### config.mk
export PLATFORM = sky130hd
export DESIGN_NAME = video_timing_gen
export DESIGN_NICKNAME = d
export VERILOG_FILES = /design/src/rtl/video_timing_pkg.sv /design/src/rtl/wrap_counter.sv /design/src/rtl/video_timing_gen.sv
export SDC_FILE = /design/constraint.sdc
export NUM_CORES = 1
export LEC_CHECK = 0
export ABC_AREA = 1
export BUFFER_PORTS_ARGS = -buffer_cell sky130_fd_sc_hd__buf_2
export CAP_MARGIN = 20
export CELL_PAD_IN_SITES_DETAIL_PLACEMENT = 0
export CELL_PAD_IN_SITES_GLOBAL_PLACEMENT = 1
export CORE_MARGIN = 2
export CORE_UTILIZATION = 46
export DETAILED_ROUTE_END_ITERATION = 8
export HOLD_SLACK_MARGIN = 0.15
export PLACE_DENSITY = 0.83
export SETUP_SLACK_MARGIN = 0.1
export SYNTH_ARGS = -nofsm -noshare
export SYNTH_HDL_FRONTEND = slang
export SYNTH_SLANG_ARGS = --single-unit
### constraint.sdc
create_clock -name clk -period 7.2 [get_ports clk]
set_input_delay 0.36 -clock clk [delete_from_list [all_inputs] [get_ports clk]]
set_output_delay 0.36 -clock clk [all_outputs]
set_load 0.02 [all_outputs]
### src/rtl/video_timing_pkg.sv
// Default raster geometry and shared types for the video timing generator.
package video_timing_pkg;

  localparam int DEF_H_TOTAL        = 310;
  localparam int DEF_V_TOTAL        = 263;
  localparam int DEF_H_SYNC_START   = 287;
  localparam int DEF_H_SYNC_LEN     = 23;
  localparam int DEF_V_SYNC_LEN     = 3;
  localparam int DEF_H_ACTIVE_START = 9;
  localparam int DEF_V_ACTIVE_START = 26;
  localparam int DEF_H_ACTIVE       = 256;
  localparam int DEF_V_ACTIVE       = 192;
  localparam int DEF_SCALE_LOG2     = 2;
  localparam int DEF_SHIFT_W        = 4;
  localparam int DEF_POS_W          = 10;

  // Raster position at the default counter width.
  typedef logic [DEF_POS_W-1:0] pos_t;

endpackage

### src/rtl/wrap_counter.sv
// Modulus counter with enable, async reset and terminal-count carry.
// Exposes the next-state value so the owner can register outputs
// that line up with the counter on the same edge.
module wrap_counter #(
  parameter int MOD = 2,
  parameter int W   = 8
) (
  input  logic         clk,
  input  logic         reset,
  input  logic         en,
  output logic [W-1:0] count_next,
  output logic         carry
);

  logic [W-1:0] count;
  logic         at_term;

  assign at_term = (count == W'(MOD - 1));
  assign carry   = en && at_term;

  // Next count: hold when disabled, wrap to zero after MOD-1.
  always_comb begin
    count_next = count;
    if (en) begin
      count_next = at_term ? '0 : count + W'(1);
    end
  end

  // Count register.
  always_ff @(posedge clk or posedge reset) begin
    if (reset) begin
      count <= '0;
    end else begin
      count <= count_next;
    end
  end

endmodule

### src/rtl/video_timing_gen.sv
// Raster timing generator: sync, blanking, signed pixel position,
// scaled cell position and line/frame strobes. Every output is a
// register loaded from the counters' next state, so outputs always
// describe the position the counters hold after the same edge.
module video_timing_gen
  import video_timing_pkg::*;
#(
  parameter int H_TOTAL        = DEF_H_TOTAL,
  parameter int V_TOTAL        = DEF_V_TOTAL,
  parameter int H_SYNC_START   = DEF_H_SYNC_START,
  parameter int H_SYNC_LEN     = DEF_H_SYNC_LEN,
  parameter int V_SYNC_LEN     = DEF_V_SYNC_LEN,
  parameter int H_ACTIVE_START = DEF_H_ACTIVE_START,
  parameter int V_ACTIVE_START = DEF_V_ACTIVE_START,
  parameter int H_ACTIVE       = DEF_H_ACTIVE,
  parameter int V_ACTIVE       = DEF_V_ACTIVE,
  parameter int SCALE_LOG2     = DEF_SCALE_LOG2,
  parameter int SHIFT_W        = DEF_SHIFT_W,
  parameter int POS_W          = DEF_POS_W,
  parameter bit H_SYNC_POL     = 1'b1,
  parameter bit V_SYNC_POL     = 1'b1
) (
  input  logic                        clk,
  input  logic                        reset,
  input  logic                        enable,
  input  logic [SHIFT_W-1:0]          hShift,
  input  logic [SHIFT_W-1:0]          vShift,
  output logic                        hSync,
  output logic                        vSync,
  output logic                        isActive,
  output logic [POS_W-1:0]            xPos,
  output logic [POS_W-1:0]            yPos,
  output logic [POS_W-SCALE_LOG2-1:0] xCell,
  output logic [POS_W-SCALE_LOG2-1:0] yCell,
  output logic                        lineStart,
  output logic                        frameStart
);

  // Geometry sanity: refuse to elaborate an impossible raster.
  if (H_SYNC_START + H_SYNC_LEN > H_TOTAL) begin : g_bad_hsync
    $error("video_timing_gen: hsync window extends past H_TOTAL");
  end
  if (V_SYNC_LEN >= V_TOTAL) begin : g_bad_vsync
    $error("video_timing_gen: V_SYNC_LEN must be below V_TOTAL");
  end
  if ((H_ACTIVE_START + H_ACTIVE > H_TOTAL) ||
      (V_ACTIVE_START + V_ACTIVE > V_TOTAL)) begin : g_bad_active
    $error("video_timing_gen: active region exceeds raster total");
  end
  if ((H_TOTAL >= (1 << (POS_W - 1))) ||
      (V_TOTAL >= (1 << (POS_W - 1)))) begin : g_bad_width
    $error("video_timing_gen: POS_W too narrow for signed positions");
  end

  logic [POS_W-1:0]            col_next;
  logic [POS_W-1:0]            line_next;
  logic                        col_carry;
  logic                        line_carry;

  logic [SHIFT_W-1:0]          hshift_q;
  logic [SHIFT_W-1:0]          vshift_q;
  logic [SHIFT_W-1:0]          hshift_next;
  logic [SHIFT_W-1:0]          vshift_next;

  logic [POS_W-1:0]            x_next;
  logic [POS_W-1:0]            y_next;
  logic                        act_next;
  logic                        hs_next;
  logic                        vs_next;
  logic [POS_W-SCALE_LOG2-1:0] xc_next;
  logic [POS_W-SCALE_LOG2-1:0] yc_next;

  wrap_counter #(
    .MOD (H_TOTAL),
    .W   (POS_W)
  ) u_col (
    .clk        (clk),
    .reset      (reset),
    .en         (enable),
    .count_next (col_next),
    .carry      (col_carry)
  );

  // The line counter steps on the column carry, so its carry marks
  // the single enabled advance into (0,0).
  wrap_counter #(
    .MOD (V_TOTAL),
    .W   (POS_W)
  ) u_line (
    .clk        (clk),
    .reset      (reset),
    .en         (col_carry),
    .count_next (line_next),
    .carry      (line_carry)
  );

  // Border shifts are sampled only on entry to a new frame.
  always_comb begin
    hshift_next = hshift_q;
    vshift_next = vshift_q;
    if (line_carry) begin
      hshift_next = hShift;
      vshift_next = vShift;
    end
  end

  // Latched border shift registers.
  always_ff @(posedge clk or posedge reset) begin
    if (reset) begin
      hshift_q <= '0;
      vshift_q <= '0;
    end else begin
      hshift_q <= hshift_next;
      vshift_q <= vshift_next;
    end
  end

  // Output values for the position the counters are about to hold.
  // Active test: sign bit clear, then an unsigned upper-bound compare.
  always_comb begin
    x_next   = col_next  - POS_W'(H_ACTIVE_START) - POS_W'(hshift_next);
    y_next   = line_next - POS_W'(V_ACTIVE_START) - POS_W'(vshift_next);
    act_next = !x_next[POS_W-1] && (x_next < POS_W'(H_ACTIVE)) &&
               !y_next[POS_W-1] && (y_next < POS_W'(V_ACTIVE));
    hs_next  = !H_SYNC_POL;
    if ((col_next >= POS_W'(H_SYNC_START)) &&
        (col_next <  POS_W'(H_SYNC_START + H_SYNC_LEN))) begin
      hs_next = H_SYNC_POL;
    end
    vs_next  = !V_SYNC_POL;
    if (line_next < POS_W'(V_SYNC_LEN)) begin
      vs_next = V_SYNC_POL;
    end
    xc_next  = '0;
    yc_next  = '0;
    if (act_next) begin
      xc_next = x_next[POS_W-1:SCALE_LOG2];
      yc_next = y_next[POS_W-1:SCALE_LOG2];
    end
  end

  // Registered outputs; strobes come straight from the counter carries,
  // which already include the enable.
  always_ff @(posedge clk or posedge reset) begin
    if (reset) begin
      hSync      <= !H_SYNC_POL;
      vSync      <= V_SYNC_POL;
      isActive   <= 1'b0;
      xPos       <= '0 - POS_W'(H_ACTIVE_START);
      yPos       <= '0 - POS_W'(V_ACTIVE_START);
      xCell      <= '0;
      yCell      <= '0;
      lineStart  <= 1'b0;
      frameStart <= 1'b0;
    end else begin
      hSync      <= hs_next;
      vSync      <= vs_next;
      isActive   <= act_next;
      xPos       <= x_next;
      yPos       <= y_next;
      xCell      <= xc_next;
      yCell      <= yc_next;
      lineStart  <= col_carry;
      frameStart <= line_carry;
    end
  end

endmodule

==> results.json, run 1 <==
{
  "clock_path_buffers": 2,
  "dp_hpwl_mm": 5.57,
  "viasPerCell": 4.59,
  "intPower_uw": 760,
  "r2r_cells": 22,
  "netlist_instances": 431,
  "vdd_drop_max_v": 0.000184,
  "hold_class": "in -> reg",
  "die_area_mm2": 0.00874,
  "crit_path_max_fanout": 13,
  "hold_violations": 0,
  "dr_total_vias": 2749,
  "n_antenna_cell": 0,
  "worst_pin_slew_ns": 0.855,
  "finClkSkew_ns": 0.0122,
  "r2r-end": "yCell[1]",
  "cp_num_cells": 22,
  "finalSetupViolCount": 0,
  "finalSetupTns_ns": 0,
  "cts_tree": "built",
  "timing.fmax_mhz": 236,
  "syn_to_final_growth_pct": 14.8,
  "cpMaxStageDelayCell": "dfrtp_1",
  "gp_congestion": 0.866,
  "clkSinkCount": 69,
  "layout_common_cells": "nand2_1 (95), inv_1 (81), dfrtp_1 (52)",
  "outcome": "completed",
  "grt_pass1_wl_mm": 13.0,
  "die_x_um": 93.5,
  "io_buffers": 51,
  "worstSetupEndpoint": "yCell[1]",
  "synthDistinctLibCells": 33,
  "comb_power_share_pct": 34.1,
  "p_per_area_mw_per_mm2": 295,
  "slew_headroom_pct": 43.0,
  "switchingPower_uw": 491,
  "path_class": "reg -> reg",
  "antenna_found_initial": 0,
  "maxSlewViolCount": 0,
  "worstHoldStart": "hShift[0]",
  "htree_levels": 3,
  "asyncSetResetFlopFracSynth_pct": 100,
  "final_common_cell": "nand2_1",
  "clk_latency_ns": 0.34,
  "cp_slowest_stage_delay_ns": 0.47,
  "ios": 52,
  "reg2reg_slack_ns": 2.97,
  "core_mm2": 0.00773,
  "period_share_pct": 58.8,
  "synth_ff_type": "dfrtp_1",
  "rows": 32,
  "crit_start": "u_col.count[0]",
  "pre_cts_slack_ns": 2.94,
  "clkPwrFrac_pct": 25.3,
  "seqPwrFrac_pct": 40.6,
  "path_common_cell": "nand2_1",
  "drive_above_1_share_pct": 26.2,
  "cts_resized": 0,
  "synth_area_mm2": 0.00368,
  "grt_pass1_vias": 2814,
  "layout_setup_ws_ns": 2.97,
  "holdBufCountCts": 0,
  "swShare_pct": 39.2,
  "initial_utilization_pct": 47.7,
  "reg2reg_from": "u_col.count[0]",
  "netlist_top_cells_area": "dfrtp_1 (35%), dfstp_2 (12%), nand2_1 (9.7%)",
  "final_antenna_net_count": 0,
  "synth_top_area_share_pct": 35.3,
  "arrival_ns": 4.50,
  "drc_errors": 0,
  "synth_top_cell_by_area": "dfrtp_1",
  "worstSetupStartpointType": "flop",
  "wirelength_mm": 7.34,
  "cp_top_family": "simple AND/OR/NAND/NOR gates",
  "drv_cap": 0,
  "die_y_um": 93.5,
  "cp-end-kind": "flop",
  "ys_warn_count": 0,
  "drt-pass1-iter-count": 4,
  "yosys_register_bits": 69,
  "critPathRequiredTime_ns": 7.46,
  "grt_max_degree": 70,
  "nets": 527,
  "cellLeakagePower_nw": 2.27,
  "grt_usage_pct": 19.3,
  "post_cts.repair.setup_buffers": 0,
  "cts_root_buf": "clkbuf_8",
  "cts_made_buffers": 9,
  "path_buf_inv": 4,
  "synth-seq-area-share_pct": 47.4,
  "wl_per_cell_um": 12.2,
  "synth_edf_count": 0,
  "period_needed_ns": 4.23,
  "syn_area_per_cell_um2": 8.55,
  "path_cells": "ha_1 -> nand2_1 -> nor2_1 -> nand3_2 -> nor2_4 -> inv_2 -> nand2_1 -> nand2_1 -> ha_1 -> inv_1 -> ha_1 -> inv_1 -> fa_1 -> o21ai_0 -> a21oi_1 -> nand3_1 -> nand2_2 -> nand2_1 -> nand2_1 -> inv_1 -> nand3_2 -> nor2_1",
  "hold_slack_ns": 0.244,
  "drtIter0Drc": 146,
  "grt_setup_unrepaired": "no",
  "grt-ovfl-total": 0,
  "utilization_pct": 54.8,
  "clk_pin_slew_worst_paths_ns": 0.08
}
power by group through the flow:
stage / sequential [mW] / clock [mW] / combinational (mW)
after floorplan: 0.533 / 0 / 0.313
after detailed placement: 0.514 / 0 / 0.428
after global placement: 0.514 / 0 / 0.424
after global routing: 0.515 / 0.344 / 0.490
after CTS: 0.507 / 0.326 / 0.431
final: 0.508 / 0.317 / 0.426
synthesized netlist by cell type, types with 5 or more instances:
library cell and number:
nor2_2 15, xor2_1 7, nor2_1 34, nand3_1 31, ha_1 22, inv_2 6, nor3_1 5, dfstp_2 17
a21oi_1 10, nand2_2 10, nand2_1 95, inv_1 82, nand4_1 6, o21ai_0 6, dfrtp_1 52
how the worst min path moves through the flow:
stage                        endpoint  slack, ns  cells after the start
after floorplan           hshift_q[0]       0.44                      2
after global placement    hshift_q[2]       0.46                      2
after detailed placement  vshift_q[3]       0.46                      2
after CTS                 hshift_q[0]       0.23                      3
after global routing      hshift_q[2]       0.26                      3
final                     hshift_q[0]       0.24                      3
kinds of logic (layout without fill, tap and decap cells):
kind of cell / Yosys count / count (layout) / synth area share (%)
and+or+nand+nor: 208 / 208 / 26.9
buffers and inverters: 94 / 157 / 10.5
DFF: 69 / 69 / 47.4
adders and majority gates: 24 / 24 / 8.56
AOI/OAI and AO/OA: 24 / 24 / 3.70
xor gates and xnor gates: 11 / 11 / 2.82
other: 1 / 4 / 0.102
worst reg2reg max path, stage by stage (launching register included):
cell and delay, ns:
dfrtp_1 0.47, ha_1 0.23, nand2_1 0.06, nor2_1 0.12
nand3_2 0.26, nor2_4 0.33, inv_2 0.15, nand2_1 0.09
nand2_1 0.08, ha_1 0.29, inv_1 0.06, ha_1 0.18
inv_1 0.06, fa_1 0.40, o21ai_0 0.28, a21oi_1 0.16
nand3_1 0.14, nand2_2 0.07, nand2_1 0.06, nand2_1 0.06
inv_1 0.07, nand3_2 0.33, nor2_1 0.21
through the flow:
stage / cell area (µm²) / power (mW) / instances
floorplan: 3700 / 0.846 / 434
global placement: 4030 / 0.938 / 583
detailed placement: 4030 / 0.942 / 583
CTS: 4230 / 1.26 / 599
global route: 4230 / 1.35 / 599
finish: 4230 / 1.25 / 599
per-layer routing:
| layer | vias up | global-route usage, % | wire, µm |
|---|---|---|---|
| li1 | 1435 | - | - |
| met1 | 1252 | 26.2 | 3640 |
| met2 | 55 | 30.6 | 3290 |
| met3 | 7 | 3.38 | 303 |
| met4 | 0 | 7.72 | 102 |
| met5 | - | 0 | 0 |
flip-flops by register name (all words and copies together), names as in the netlist, 4 cells and up:
name          count
hshift_q          4
vshift_q          4
xCell             8
xPos             10
yCell             8
u_line.count     10
yPos             10
u_col.count      10
cell type report:
cell class	instances	area, µm²
well taps	102	128
inverters	89	334
flip-flops and latches	69	1750
repair buffers	52	263
multi-input cells	271	1560
clock inverters	7	73.8
fillers	732	3500
clock buffers	9	124
(Power assumes the default switching activity.)
==> inputs of run 2 (changes only) <==
--- a/config.mk
+++ b/config.mk
@@ -5,16 +5,16 @@
 export SDC_FILE = /design/constraint.sdc
 export NUM_CORES = 1
 export LEC_CHECK = 0
-export ABC_AREA = 1
+export ABC_AREA = 0
 export BUFFER_PORTS_ARGS = -buffer_cell sky130_fd_sc_hd__buf_2
 export CAP_MARGIN = 20
 export CELL_PAD_IN_SITES_DETAIL_PLACEMENT = 0
 export CELL_PAD_IN_SITES_GLOBAL_PLACEMENT = 1
 export CORE_MARGIN = 2
-export CORE_UTILIZATION = 46
+export CORE_UTILIZATION = 41
 export DETAILED_ROUTE_END_ITERATION = 8
 export HOLD_SLACK_MARGIN = 0.15
-export PLACE_DENSITY = 0.83
+export PLACE_DENSITY = 0.75
 export SETUP_SLACK_MARGIN = 0.1
 export SYNTH_ARGS = -nofsm -noshare
 export SYNTH_HDL_FRONTEND = slang
==> constraint.sdc (replaced) <==
create_clock -name clk -period 3.7 [get_ports clk]
set_input_delay 0.185 -clock clk [delete_from_list [all_inputs] [get_ports clk]]
set_output_delay 0.185 -clock clk [all_outputs]
set_load 0.02 [all_outputs]
==> results.json, run 2 <==
{
  "outcome": "finished, violations left",
  "violations": "negative setup slack",
  "synth_edf_count": 0,
  "path_cells": "nand4bb_4 -> or3_4 -> nor2_4 -> buf_12 -> mux2_4 -> ha_4 -> inv_2 -> ha_4 -> inv_2 -> fa_2 -> nor2b_4 -> nor3_4 -> o21bai_2 -> buf_4 -> o21bai_1 -> a32oi_2 -> clkbuf_16 -> nor4b_4",
  "grt_max_degree": 47,
  "drive_above_1_share_pct": 47.1,
  "io_buffers": 51,
  "worst_pin_slew_ns": 0.595,
  "grt_pass1_vias": 2649,
  "period_needed_ns": 3.89,
  "cpMaxStageDelayCell": "or3_4",
  "final_common_cell": "dfrtp_1",
  "netlist_top_cells_area": "dfrtp_1 (37%), dfstp_2 (13%), ha_1 (7.8%)",
  "worstHoldStart": "hShift[2]",
  "r2r_cells": 18,
  "crit_start": "u_col.count[6]",
  "rows": 33,
  "seq_area_mm2": 0.00175,
  "cts_made_buffers": 9,
  "pre_cts_slack_ns": -0.292,
  "n_antenna_cell": 0,
  "final_antenna_net_count": 0,
  "die_x_um": 97.0,
  "synth_area_mm2": 0.00354,
  "grt-ovfl-total": 0,
  "multi_input_area_mm2": 0.00202,
  "dr_total_vias": 2664,
  "layout_common_cells": "dfrtp_1 (52), buf_2 (51), buf_4 (49)",
  "synthDistinctLibCells": 56,
  "arrival_ns": 4.12,
  "finClkSkew_ns": 0.00869,
  "dpl.cell_count": 519,
  "maxSlewViolCount": 0,
  "reg2reg_from": "u_col.count[6]",
  "finalSetupViolCount": 13,
  "post_synth_mux_area_share_pct": 2.68,
  "cp-end-kind": "flop",
  "synth_compound_area_share_pct": 7.56,
  "reg2reg_slack_ns": -0.19,
  "asyncSetResetFlopFracSynth_pct": 100,
  "core_mm2": 0.00830,
  "ios": 52,
  "num-fill-cells": 689,
  "initial_utilization_pct": 42.7,
  "crit_path_max_fanout": 6,
  "syn_area_per_cell_um2": 11.2,
  "grt_usage_pct": 17.5,
  "cts_root_buf": "clkbuf_8",
  "syn_to_final_growth_pct": 41.9,
  "antenna_found_initial": 0,
  "yosys-top-cells-count": "dfrtp_1 (52), inv_1 (38), nand2_1 (23), nor2_1 (23), ha_1 (22)",
  "die_area_mm2": 0.00940,
  "viasPerCell": 4.85,
  "hold_class": "in -> reg",
  "clock_path_buffers": 2,
  "r2r-end": "yCell[5]",
  "instances_no_fill": 549,
  "slew_headroom_pct": 60.1,
  "hold_slack_ns": 0.201,
  "htree_levels": 3,
  "synth_ff_type": "dfrtp_1",
  "synth_top_area_share_pct": 36.7,
  "drv_cap": 0,
  "yosys_register_bits": 69,
  "clk_latency_ns": 0.35,
  "cellLeakagePower_nw": 2.37,
  "drt-pass1-iter-count": 4,
  "yosys.area_share.adder_pct": 8.90,
  "grt_pass1_wl_mm": 13.0,
  "p_per_area_mw_per_mm2": 704,
  "synth_most_common_cell": "dfrtp_1",
  "timing.fmax_mhz": 257,
  "drc_errors": 0,
  "ys_warn_count": 0,
  "die_y_um": 97.0,
  "wl_per_cell_um": 14.5,
  "drtIter0Drc": 113,
  "nets": 474,
  "synth-seq-area-share_pct": 49.3,
  "synth_top_family_by_area": "simple AND/OR/NAND/NOR gates",
  "vdd_drop_max_v": 0.000334,
  "cts_tree": "built",
  "grt_setup_unrepaired": "yes",
  "gp_congestion": 0.894,
  "synth_top_cell_by_area": "dfrtp_1",
  "synth_simple_gate_area_share_pct": 20.2,
  "period_share_pct": 105,
  "hold_violations": 0,
  "path_class": "reg -> reg",
  "netlist_instances": 317,
  "worstSetupEndpoint": "yCell[5]",
  "dp_hpwl_mm": 5.86,
  "wirelength_mm": 7.96,
  "synth_xor_area_share_pct": 5.90,
  "cp_slowest_stage_delay_ns": 0.42,
  "critPathRequiredTime_ns": 3.93,
  "clkSinkCount": 69,
  "worstSetupStartpointType": "flop",
  "clk_pin_slew_worst_paths_ns": 0.07,
  "layout_setup_ws_ns": -0.191
}
## run 2: cell types whose count changed in the layout (fill, tap and decap cells not counted), sizes merged, moves of 7 or more
cell / delta
nor2: -28
nand3: -28
nor4b: +10
dlygate4sd3: +7
buf: +55
nor4: +8
nand2: -83
xnor2: +12
inv: -51
## run 2: metal layers
layer,up-vias,track usage [%],wire length [µm]
met2,60,25.5,3630
met4,0,9.10,149
met1,1258,25.1,3880
li1,1335,-,-
met3,11,3.03,307
met5,-,0,0
## run 2: layout make-up
| type | instances | share of cell area [%] |
|---|---|---|
| clock inverter | 4 | 0.523 |
| clock buffer | 12 | 2.69 |
| multi-input combinational | 206 | 40.2 |
| tap | 105 | 2.61 |
| timing repair buffer | 115 | 16.4 |
| sequential | 69 | 34.8 |
| inverter | 38 | 2.84 |
## run 2: what timing repair did
action | 4_1_cts | 5_1_grt
buffers inserted | 0 | 5
cloned | 0 | 2
pin swaps | 2 | 31
endpoints found under the setup margin | 14 | 17
endpoints found under the hold margin | 26 | 0
resized for setup | 13 | 50
hold buffers | 7 | 0
## run 2: per-stage QoR
step           utilization [%]  setup TNS [ns]  total power, mW  cell area (µm²)
2_1_floorplan                -           -2.59             2.13             3680
5_1_grt                   60.6           -4.03             3.78             5030
6_report                  60.6           -2.11             3.54             5030
3_5_place_dp              53.1           -2.79             2.62             4410
4_1_cts                   56.9           -1.81             3.25             4720
3_3_place_gp              53.1           -1.65             2.58             4410
## run 2: worst min path at each step
stage               slack [ns]     endpoint  cells past startpoint
global route              0.20  hshift_q[2]                      4
detailed placement        0.25      yPos[3]                      2
finish                    0.20  hshift_q[2]                      4
CTS                       0.20  hshift_q[2]                      4
global placement          0.24      yPos[3]                      2
floorplan                 0.33  hshift_q[0]                      2
## run 2: where the power goes
group / leakage [nW] / internal [mW] / switching [mW]
Sequential: 0.861 / 0.957 / 0.0630
Combinational: 1.43 / 0.972 / 1.02
Clock: 0.0803 / 0.243 / 0.286
Total: 2.37 / 2.17 / 1.36
## run 2: kinds of logic after synthesis
kind of cell,Yosys count
flip-flops,69
XOR/XNOR,23
AND/OR/NAND/NOR,108
multiplexers,9
adder cells (fa/ha/maj),24
other,1
AO/OA/AOI/OAI,38
buffers and inverters,45
## run 2: critical path: cells and delay by family (launching register included)
family / cells / cell delay, ns
multiplexers: 1 / 0.32
AO/OA/AOI/OAI: 3 / 0.65
AND/OR/NAND/NOR: 6 / 1.06
buffers and inverters: 5 / 0.62
adder cells (fa/ha/maj): 3 / 0.72
flip-flops: 1 / 0.40
